<file path="config.mk">
export PLATFORM = sky130hd
export DESIGN_NAME = mem_wb_pipe_flat
export DESIGN_NICKNAME = d
export VERILOG_FILES = /design/src/rtl/mem_wb_pipe_if.sv /design/src/rtl/mem_wb_pipe.sv /design/src/flat_wrapper.sv
export SDC_FILE = /design/constraint.sdc
export NUM_CORES = 1
export LEC_CHECK = 0
export ABC_AREA = 1
export BUFFER_PORTS_ARGS = -buffer_cell sky130_fd_sc_hd__buf_2
export CELL_PAD_IN_SITES_DETAIL_PLACEMENT = 1
export CELL_PAD_IN_SITES_GLOBAL_PLACEMENT = 1
export CORE_MARGIN = 2
export CORE_UTILIZATION = 39
export DETAILED_ROUTE_END_ITERATION = 16
export GPL_ROUTABILITY_DRIVEN = 1
export HOLD_SLACK_MARGIN = 0.03
export PLACE_DENSITY = 0.95
export SLEW_MARGIN = 40
export SYNTH_ARGS = -nofsm -noshare
export SYNTH_HDL_FRONTEND = slang
export SYNTH_SLANG_ARGS = --single-unit
</file>
<file path="constraint.sdc">
create_clock -name clk -period 2.9 [get_ports clk]
set_input_delay 0.145 -clock clk [delete_from_list [all_inputs] [get_ports clk]]
set_output_delay 0.145 -clock clk [all_outputs]
set_load 0.05 [all_outputs]
</file>
<file path="src/rtl/mem_wb_pipe_if.sv">
// MEM->WB pipeline bus: stage control, MEM writeback channels in, WB channels out.
// The forwarding port group exists only when WB_FWD_EN is defined.
interface mem_wb_pipe_if #(
   parameter int DATA_W  = 32,
   parameter int ADDR_W  = 5,
   parameter int NUM_CH  = 1,
   parameter int STALL_W = 6,
   parameter int CNT_W   = 32
);
   logic                       rdy;
   logic [STALL_W-1:0]         stall;
   logic                       flush;
   logic [NUM_CH*DATA_W-1:0]   mem_rd_data;
   logic [NUM_CH*ADDR_W-1:0]   mem_rd_addr;
   logic [NUM_CH-1:0]          mem_rd_e;
   logic [NUM_CH*DATA_W-1:0]   wb_rd_data;
   logic [NUM_CH*ADDR_W-1:0]   wb_rd_addr;
   logic [NUM_CH-1:0]          wb_rd_e;
   logic [CNT_W-1:0]           wb_retire_cnt;
`ifdef WB_FWD_EN
   logic [ADDR_W-1:0]          fwd_addr;
   logic                       fwd_hit;
   logic [DATA_W-1:0]          fwd_data;

   modport master (
      output rdy, stall, flush, mem_rd_data, mem_rd_addr, mem_rd_e, fwd_addr,
      input  wb_rd_data, wb_rd_addr, wb_rd_e, wb_retire_cnt, fwd_hit, fwd_data
   );
   modport slave (
      input  rdy, stall, flush, mem_rd_data, mem_rd_addr, mem_rd_e, fwd_addr,
      output wb_rd_data, wb_rd_addr, wb_rd_e, wb_retire_cnt, fwd_hit, fwd_data
   );
`else
   modport master (
      output rdy, stall, flush, mem_rd_data, mem_rd_addr, mem_rd_e,
      input  wb_rd_data, wb_rd_addr, wb_rd_e, wb_retire_cnt
   );
   modport slave (
      input  rdy, stall, flush, mem_rd_data, mem_rd_addr, mem_rd_e,
      output wb_rd_data, wb_rd_addr, wb_rd_e, wb_retire_cnt
   );
`endif
endinterface

</file>
<file path="src/rtl/mem_wb_pipe.sv">
// MEM->WB pipeline register: NUM_CH writeback channels, bubble/flush/hold, x0 and
// duplicate-rd suppression, retire counter. Optional WB lookup port under WB_FWD_EN.
module mem_wb_pipe #(
   parameter int DATA_W  = 32,
   parameter int ADDR_W  = 5,
   parameter int NUM_CH  = 1,
   parameter int STALL_W = 6,
   parameter int STAGE   = 4,
   parameter int CNT_W   = 32
) (
   input  logic          clk,
   input  logic          rst,
   mem_wb_pipe_if.slave  io_bus
);

   if (STAGE + 1 >= STALL_W) begin : g_bad_stage
      $error("mem_wb_pipe: STAGE+1 must be below STALL_W");
   end

   logic [NUM_CH-1:0][DATA_W-1:0] w_mem_data;
   logic [NUM_CH-1:0][ADDR_W-1:0] w_mem_addr;
   logic [NUM_CH-1:0][DATA_W-1:0] r_wb_data;
   logic [NUM_CH-1:0][ADDR_W-1:0] r_wb_addr;
   logic [NUM_CH-1:0]             r_wb_e;
   logic [NUM_CH-1:0]             w_dup;
   logic [NUM_CH-1:0]             w_live;
   logic [CNT_W-1:0]              w_pop;
   logic [CNT_W-1:0]              r_cnt;
   logic                          w_clr;
   logic                          w_cap;
   logic                          w_unused_stall;

   assign w_mem_data     = io_bus.mem_rd_data;
   assign w_mem_addr     = io_bus.mem_rd_addr;
   assign w_unused_stall = ^io_bus.stall;

   // Flush and bubble both clear, and win over rdy=0 freezing.
   assign w_clr = io_bus.flush | (io_bus.stall[STAGE] & ~io_bus.stall[STAGE+1]);
   assign w_cap = ~w_clr & io_bus.rdy & ~io_bus.stall[STAGE];

   // A lower channel loses to any higher enabled channel targeting the same rd.
   always_comb begin
      w_dup = '0;
      for (int i = 0; i < NUM_CH; i++)
         for (int j = i + 1; j < NUM_CH; j++)
            if (io_bus.mem_rd_e[j] && (w_mem_addr[j] == w_mem_addr[i]))
               w_dup[i] = 1'b1;
   end

   always_comb begin
      w_pop = '0;
      for (int i = 0; i < NUM_CH; i++) begin
         w_live[i] = io_bus.mem_rd_e[i] & (w_mem_addr[i] != '0) & ~w_dup[i];
         w_pop     = w_pop + CNT_W'(w_live[i]);
      end
   end

   for (genvar g = 0; g < NUM_CH; g++) begin : g_lane
      always_ff @(posedge clk or posedge rst) begin
         if (rst) begin
            r_wb_data[g] <= '0;
            r_wb_addr[g] <= '0;
            r_wb_e[g]    <= 1'b0;
         end else if (w_clr) begin
            r_wb_data[g] <= '0;
            r_wb_addr[g] <= '0;
            r_wb_e[g]    <= 1'b0;
         end else if (w_cap) begin
            r_wb_data[g] <= w_mem_data[g];
            r_wb_addr[g] <= w_mem_addr[g];
            r_wb_e[g]    <= w_live[g];
         end
      end
   end

   always_ff @(posedge clk or posedge rst) begin
      if (rst)        r_cnt <= '0;
      else if (w_cap) r_cnt <= r_cnt + w_pop;
   end

   assign io_bus.wb_rd_data    = r_wb_data;
   assign io_bus.wb_rd_addr    = r_wb_addr;
   assign io_bus.wb_rd_e       = r_wb_e;
   assign io_bus.wb_retire_cnt = r_cnt;

`ifdef WB_FWD_EN
   logic              w_fwd_hit;
   logic [DATA_W-1:0] w_fwd_data;

   // Ascending scan so the highest matching channel wins.
   always_comb begin
      w_fwd_hit  = 1'b0;
      w_fwd_data = '0;
      for (int i = 0; i < NUM_CH; i++)
         if (r_wb_e[i] && (r_wb_addr[i] == io_bus.fwd_addr) && (io_bus.fwd_addr != '0)) begin
            w_fwd_hit  = 1'b1;
            w_fwd_data = r_wb_data[i];
         end
   end

   assign io_bus.fwd_hit  = w_fwd_hit;
   assign io_bus.fwd_data = w_fwd_data;
`endif

endmodule

</file>
<file path="src/flat_wrapper.sv">
// flat-port wrapper written by rule: the top's interface ports become plain ports
module mem_wb_pipe_flat 
#(
   parameter int DATA_W  = 32,
   parameter int ADDR_W  = 5,
   parameter int NUM_CH  = 1,
   parameter int STALL_W = 6,
   parameter int STAGE   = 4,
   parameter int CNT_W   = 32
)
  (clk, rst, io_bus_rdy, io_bus_stall, io_bus_flush, io_bus_mem_rd_data, io_bus_mem_rd_addr, io_bus_mem_rd_e, io_bus_wb_rd_data, io_bus_wb_rd_addr, io_bus_wb_rd_e, io_bus_wb_retire_cnt);
  mem_wb_pipe_if #(.DATA_W(DATA_W), .ADDR_W(ADDR_W), .NUM_CH(NUM_CH), .STALL_W(STALL_W), .CNT_W(CNT_W)) io_bus_i ();
  input  logic clk;
  input  logic rst;
  input wire logic [$bits(io_bus_i.rdy)-1:0] io_bus_rdy;
  input wire logic [$bits(io_bus_i.stall)-1:0] io_bus_stall;
  input wire logic [$bits(io_bus_i.flush)-1:0] io_bus_flush;
  input wire logic [$bits(io_bus_i.mem_rd_data)-1:0] io_bus_mem_rd_data;
  input wire logic [$bits(io_bus_i.mem_rd_addr)-1:0] io_bus_mem_rd_addr;
  input wire logic [$bits(io_bus_i.mem_rd_e)-1:0] io_bus_mem_rd_e;
  output wire logic [$bits(io_bus_i.wb_rd_data)-1:0] io_bus_wb_rd_data;
  output wire logic [$bits(io_bus_i.wb_rd_addr)-1:0] io_bus_wb_rd_addr;
  output wire logic [$bits(io_bus_i.wb_rd_e)-1:0] io_bus_wb_rd_e;
  output wire logic [$bits(io_bus_i.wb_retire_cnt)-1:0] io_bus_wb_retire_cnt;
  assign io_bus_i.rdy = io_bus_rdy;
  assign io_bus_i.stall = io_bus_stall;
  assign io_bus_i.flush = io_bus_flush;
  assign io_bus_i.mem_rd_data = io_bus_mem_rd_data;
  assign io_bus_i.mem_rd_addr = io_bus_mem_rd_addr;
  assign io_bus_i.mem_rd_e = io_bus_mem_rd_e;
  assign io_bus_wb_rd_data = io_bus_i.wb_rd_data;
  assign io_bus_wb_rd_addr = io_bus_i.wb_rd_addr;
  assign io_bus_wb_rd_e = io_bus_i.wb_rd_e;
  assign io_bus_wb_retire_cnt = io_bus_i.wb_retire_cnt;
  mem_wb_pipe #(.DATA_W(DATA_W), .ADDR_W(ADDR_W), .NUM_CH(NUM_CH), .STALL_W(STALL_W), .STAGE(STAGE), .CNT_W(CNT_W)) u_core (.clk(clk), .rst(rst), .io_bus(io_bus_i));
endmodule
</file>
Word-level counts from Yosys, hierarchy flattened
Cells that the tools add are included.
- register bits after elaboration: 70
- latch bits: 0
- memories kept: 0
- input port bits: 48
- output and inout bits: 70
- ROM bits: 0
- logic and storage cells: 21
- RAM bits: 0
- multiply operators: 0
- muxes and demuxes: 6
- divide/modulo/power cells: 0
- shift-type cells: 0
- equality and inequality tests: 0
- reductions and logical operators: 2
- add/subtract/negate cells: 1
- bitwise operators: 8
- $lt $le $gt $ge: 0
- operators by type and width (cell ; count):
    $mux 32 ; 2
    $add 32x1->32 ; 1
    $mux 5 ; 2
    $reduce_bool 5->1 ; 1
    $and 1x1->1 ; 4
    $not 1->1 ; 3
    $mux 1 ; 2
    $reduce_bool 2->1 ; 1
    $or 1x1->1 ; 1

Logic depth before layout (Yosys ltp)
- depth after elaboration: 8
- gate-level depth with buffers: 14

Worst setup path after synthesis
OpenSTA, ideal clock, no wires.
- path type: reg2reg
- from: register u_core.r_cnt[0], in the netlist u_core.io_bus.wb_retire_cnt[0]
- to: register u_core.r_cnt[22], in the netlist u_core.io_bus.wb_retire_cnt[22]
- path buffers: 0
- setup time: 0.114 ns
- data arrival time: 1.694 ns
- setup slack: 1.093 ns
- cell stages (with the launch flop): 10
- cell sequence: dfrtp_1 -> ha_1 -> ha_1 -> inv_1 -> nor2_2 -> nand3_1 -> nor2_4 -> nand3_1 -> nand2_1 -> inv_1
- cells in the longest elaborated chain, start to end: 1
- RTL lines (element ; RTL line ; RTL):
    start, declared ; mem_wb_pipe.sv:28 ; logic [CNT_W-1:0] r_cnt;
    start signal, assigned ; mem_wb_pipe.sv:78 ; else if (w_cap) r_cnt <= r_cnt + w_pop;
    $add 32x1->32 ; mem_wb_pipe.sv:78 ;
Every way passes these cells.
A chain may end at the register's enable or synchronous reset.

Final worst setup path
- from: input io_bus_mem_rd_addr[1]
- to: register u_core.r_cnt[26], in the netlist u_core.io_bus.wb_retire_cnt[26]
- cells in the longest elaborated chain, start to end: 3
- RTL lines (element ; RTL line ; RTL):
    start, declared ; flat_wrapper.sv:19 ; input wire logic [$bits(io_bus_i.mem_rd_addr)-1:0] io_bus_mem_rd_addr;
    $reduce_bool 5->1 ; mem_wb_pipe.sv:53 ; w_live[i] = io_bus.mem_rd_e[i] & (w_mem_addr[i] != '0) & ~w_dup[i];
    $and 1x1->1 ; mem_wb_pipe.sv:53 ;
    $add 32x1->32 ; mem_wb_pipe.sv:78 ;
Every way passes these cells.

==> results by stage <==
Cells and area:
- The most common library cell in the layout ignoring fill and taps is sky130_fd_sc_hd__nand2_1.
- Relative to the synthesized area, the layout overhead comes to 35.6%.
- The antenna cell count is 0.
- The net count of the finished layout is 615.
- The library cells used most frequently in the layout, excluding fill and tap cells, are sky130_fd_sc_hd__nand2_1 (157), sky130_fd_sc_hd__buf_2 (113), sky130_fd_sc_hd__dfrtp_1 (70), sky130_fd_sc_hd__nand3_1 (56), sky130_fd_sc_hd__inv_1 (35).
- The finished layout holds 677 standard cells, fillers aside.
- Once layout is done, the placed cells without fillers occupy 4660 um^2.
- The ratio of cells with drive above 1 in the final layout is 0.283.

Power:
- The internal power component is between 1500 and 2000 uW.
- The peak supply drop is about 0.20 mV.
- The proportion of power drawn by the clock network is 0.395.
- The total net switching power is 720 uW.
- The power per standard cell area is 505 nW/um^2.
- The static leakage is between 0.002 and 0.003 uW.
- The share of total power dissipated in sequential elements is 0.445.
- Of the total power, the share spent switching nets is 0.306.
- The share of total power dissipated in combinational logic is 0.160.

STA:
- Adding up every negative setup slack in the final design gives 0 ns.
- The clock skew is between 0.01 and 0.015 ns.
- The worst path needs 1.99 ns of the cycle, external delays included.
- Setup repair after global routing left no endpoint under its margin.
- The worst-case hold slack is 0.0624 ns.
- The worst pin sits at a relative slew slack of 0.482.
- The total count of max-transition violations in the final report is 0.
- The share of the clock period used by the worst path is 0.685.
- Derived from the worst setup path, the maximum achievable clock frequency is 504 MHz.
- The total of endpoints with negative setup slack in the final report is 0.
- The number of endpoints with negative hold slack in the final report is 0.
- The slew at the pin with the worst max-slew slack is ~0.78 ns.

Yosys:
- Among all flip-flop cells after synthesis, the most frequent one is sky130_fd_sc_hd__dfrtp_1.
- After technology mapping, the gate count stands at ~420.
- Counting flops with a built-in enable in the synthesized netlist gives 0.
- The synthesized netlist occupies a cell area of 3440 um^2.
- The cell accounting for the most synthesized area is sky130_fd_sc_hd__dfrtp_1.
- Of the post-synthesis cell area, the dominant cell type holds 0.509.
- The register bit total from synthesis is 70.
- When the netlist entered floorplanning its net count stood at approximately 470.
- Of all flip-flops after synthesis, the portion carrying an async set or reset was 1.00.
- The number of library cell types mapped by synthesis is 25.
- Of the synthesized area, sequential elements account for 0.509.
- After synthesis, the mean cell area works out to 8.23 um^2.
- Ranked by total cell area, the synthesized netlist is headed by sky130_fd_sc_hd__dfrtp_1 (51%), sky130_fd_sc_hd__nand2_1 (17%), sky130_fd_sc_hd__nand3_1 (8.1%).
- The total of warnings raised by yosys is 0.

Worst setup path:
- The startpoint of the most critical register-to-register path is u_core.io_bus.wb_retire_cnt[0]$_DFFE_PP0P_.
- Along the worst path, the maximum fanout reaches 3.
- The critical path is of the in -> reg type.
- The launching element type of the critical path is an input port.
- The origin of the worst setup path is io_bus_mem_rd_addr[1].
- At the worst endpoint, the arrival time is 2.22 ns.
- The data required time at the worst endpoint is about 3.1 ns.
- STA classifies the critical path endpoint as a flop.

Global routing:
- The via count of the first global-routing pass is between 3000 and 4000.
- The wire length of the first global-routing pass is around 19000 um.
- Global routing finished with a remaining overflow of 0.
- The initial antenna violation count came to 0.
- The global-route usage over all layers is 0.248.
- Entering global routing, the biggest net connects a little over 50 pins.

Min path:
- The min-delay analysis places its worst path in the category in -> reg.
- The start point of the worst hold path is io_bus_mem_rd_data[18].

Clock tree:
- TritonCTS built the clock tree.
- The maximum buffer depth of the clock tree is 2.
- Clock tree synthesis inserted a total of 9 buffers.
- The total clock sinks is 70.
- The cell at the root of the clock tree is sky130_fd_sc_hd__clkbuf_8.
- Clock-pin slew was measured on the worst setup and hold paths at approximately 0.08 ns.
- Clock latency on the worst-skew pair, taken at its later pin, is ~0.35 ns.
- After clock tree synthesis, the repair step resized 0 gates.
- The H-tree depth reported by CTS is 3.

Floorplan:
- The total die area is 9590 um^2.
- The standard-cell row count is 34.
- 118 I/O pins were placed.
- The total area inside the core boundary comes to 8640 um^2.
- The initial utilization of the core area, before any placement, comes to 0.398.
- The die is between 90 and 100 um wide.
- In this run the vertical extent of the chip is slightly below 100 um.

Drt:
- The iteration-0 DRC count of the detailed router is 115.
- Dividing the detail-routed wire length by the instance count gives 17.2 um.
- After detailed routing, the number of vias per cell comes to 5.03.
- For this run, the detailed router's first-pass iteration total came to 4.
- Once detail routing completed, the nets flagged for antenna violations numbered 0.
- The post-route DRC violation count is 0.
- The total routed wirelength is 11600 um.
- The via total after detailed routing is about 3400.

Placement:
- The number of I/O port buffers is 113.
- Routability-driven placement finished with a final weighted congestion of 0.854.
- The post-place instance area is about 4100 um^2.
- The number of placed instances with taps included is 628.
- The sum of net half-perimeters after detailed placement is 7250 um.

Outcome:
- The run finished with clean final reports.

Flow run:
- The max-capacitance violation count is 0.
-- kinds of logic (layout without fill, tap and decap cells) --
logic type | count (synthesis) | after routing | share of synthesized area
XOR/XNOR | 13 | 13 | 0.0331
AO/OA/AOI/OAI | 5 | 5 | 0.00727
AND/OR/NAND/NOR | 277 | 277 | 0.377
buffers and inverters | 50 | 201 | 0.0622
flip-flops | 70 | 70 | 0.509
adder cells (fa/ha/maj) | 3 | 3 | 0.0109
-- final timing paths --
check	end	slack [ns]	cells past startpoint
setup / recovery	u_core.io_bus.wb_retire_cnt[26]$_DFFE_PP0P_	0.91	15
hold / removal	u_core.io_bus.wb_rd_data[18]$_DFFE_PP0P_	0.06	3
setup reg to reg	u_core.io_bus.wb_retire_cnt[26]$_DFFE_PP0P_	1.20	9
hold reg to reg	u_core.io_bus.wb_rd_data[9]$_DFFE_PP0P_	0.50	2
max in group asynchronous	u_core.io_bus.wb_rd_data[26]$_DFFE_PP0P_	1.84	4
min in group asynchronous	u_core.io_bus.wb_rd_data[1]$_DFFE_PP0P_	0.45	3
-- area by class of cell --
class / count / area, um^2
clock inverters: 6 / 92.6
inverters: 37 / 145
repair buffers: 148 / 923
fillers: 1062 / 3970
well taps: 108 / 135
flip-flops and latches: 70 / 1750
clock buffers: 10 / 138
multi-input cells: 298 / 1480
-- per-stage QoR --
stage	power [uW]	setup WS (ns)	utilization
5_1_grt	2430	0.743	0.540
6_report	2360	0.915	0.540
3_5_place_dp	1400	0.970	0.475
2_1_floorplan	1290	0.987	-
3_3_place_gp	1390	1.05	0.475
4_1_cts	2360	0.919	0.540
-- flip-flops by register name, summed over array words and instances (netlist names) --
signal and cells:
u_core.io_bus.wb_rd_e 1, u_core.io_bus.wb_rd_data 32, u_core.io_bus.wb_rd_addr 5, u_core.io_bus.wb_retire_cnt 32
-- Yosys cell counts, drive strengths merged (3+ instances only) --
library cell and number:
nand2 162, dfrtp 70, nand3 58, nor2 39
inv 37, buf 13, nand3b 8, xor2 7
nand4 6, xnor2 6, o21ai 4, ha 3
nor3 3
-- power groups by stage --
stage	sequential (uW)	clock, uW	combinational [uW]
after floorplan	1200	0	90.4
after global placement	1060	0	327
after detailed placement	1060	0	337
after CTS	1050	939	374
after global routing	1050	975	402
final	1050	931	377
-- repair_timing --
item                      in CTS  in global routing
buffers inserted               0                  0
hold endpoints to repair      65                  0
hold buffers                  33                  0
-- worst max-delay path: stages --
cell and delay [ns]:
sky130_fd_sc_hd__dlygate4sd3_1 0.53, sky130_fd_sc_hd__buf_2 0.11, sky130_fd_sc_hd__nor2_1 0.04, sky130_fd_sc_hd__nand4_1 0.06, sky130_fd_sc_hd__nand2_1 0.08, sky130_fd_sc_hd__inv_1 0.08
sky130_fd_sc_hd__ha_1 0.18, sky130_fd_sc_hd__ha_1 0.15, sky130_fd_sc_hd__inv_1 0.05, sky130_fd_sc_hd__nor2_2 0.19, sky130_fd_sc_hd__nand2_2 0.12, sky130_fd_sc_hd__nor3_2 0.24
sky130_fd_sc_hd__nand2_1 0.09, sky130_fd_sc_hd__nand2_1 0.07, sky130_fd_sc_hd__nand2_1 0.06
-- per-layer routing --
layer | part of all wire | routed length (um) | GRT usage | up-vias
li1 | - | - | - | 1601
met1 | 0.40 | 4670 | 0.292 | 1665
met2 | 0.53 | 6120 | 0.449 | 120
met3 | 0.047 | 542 | 0.0372 | 21
met4 | 0.024 | 276 | 0.105 | 0
met5 | 0 | 0 | 0 | -
Power figures use the tool's default switching activity.
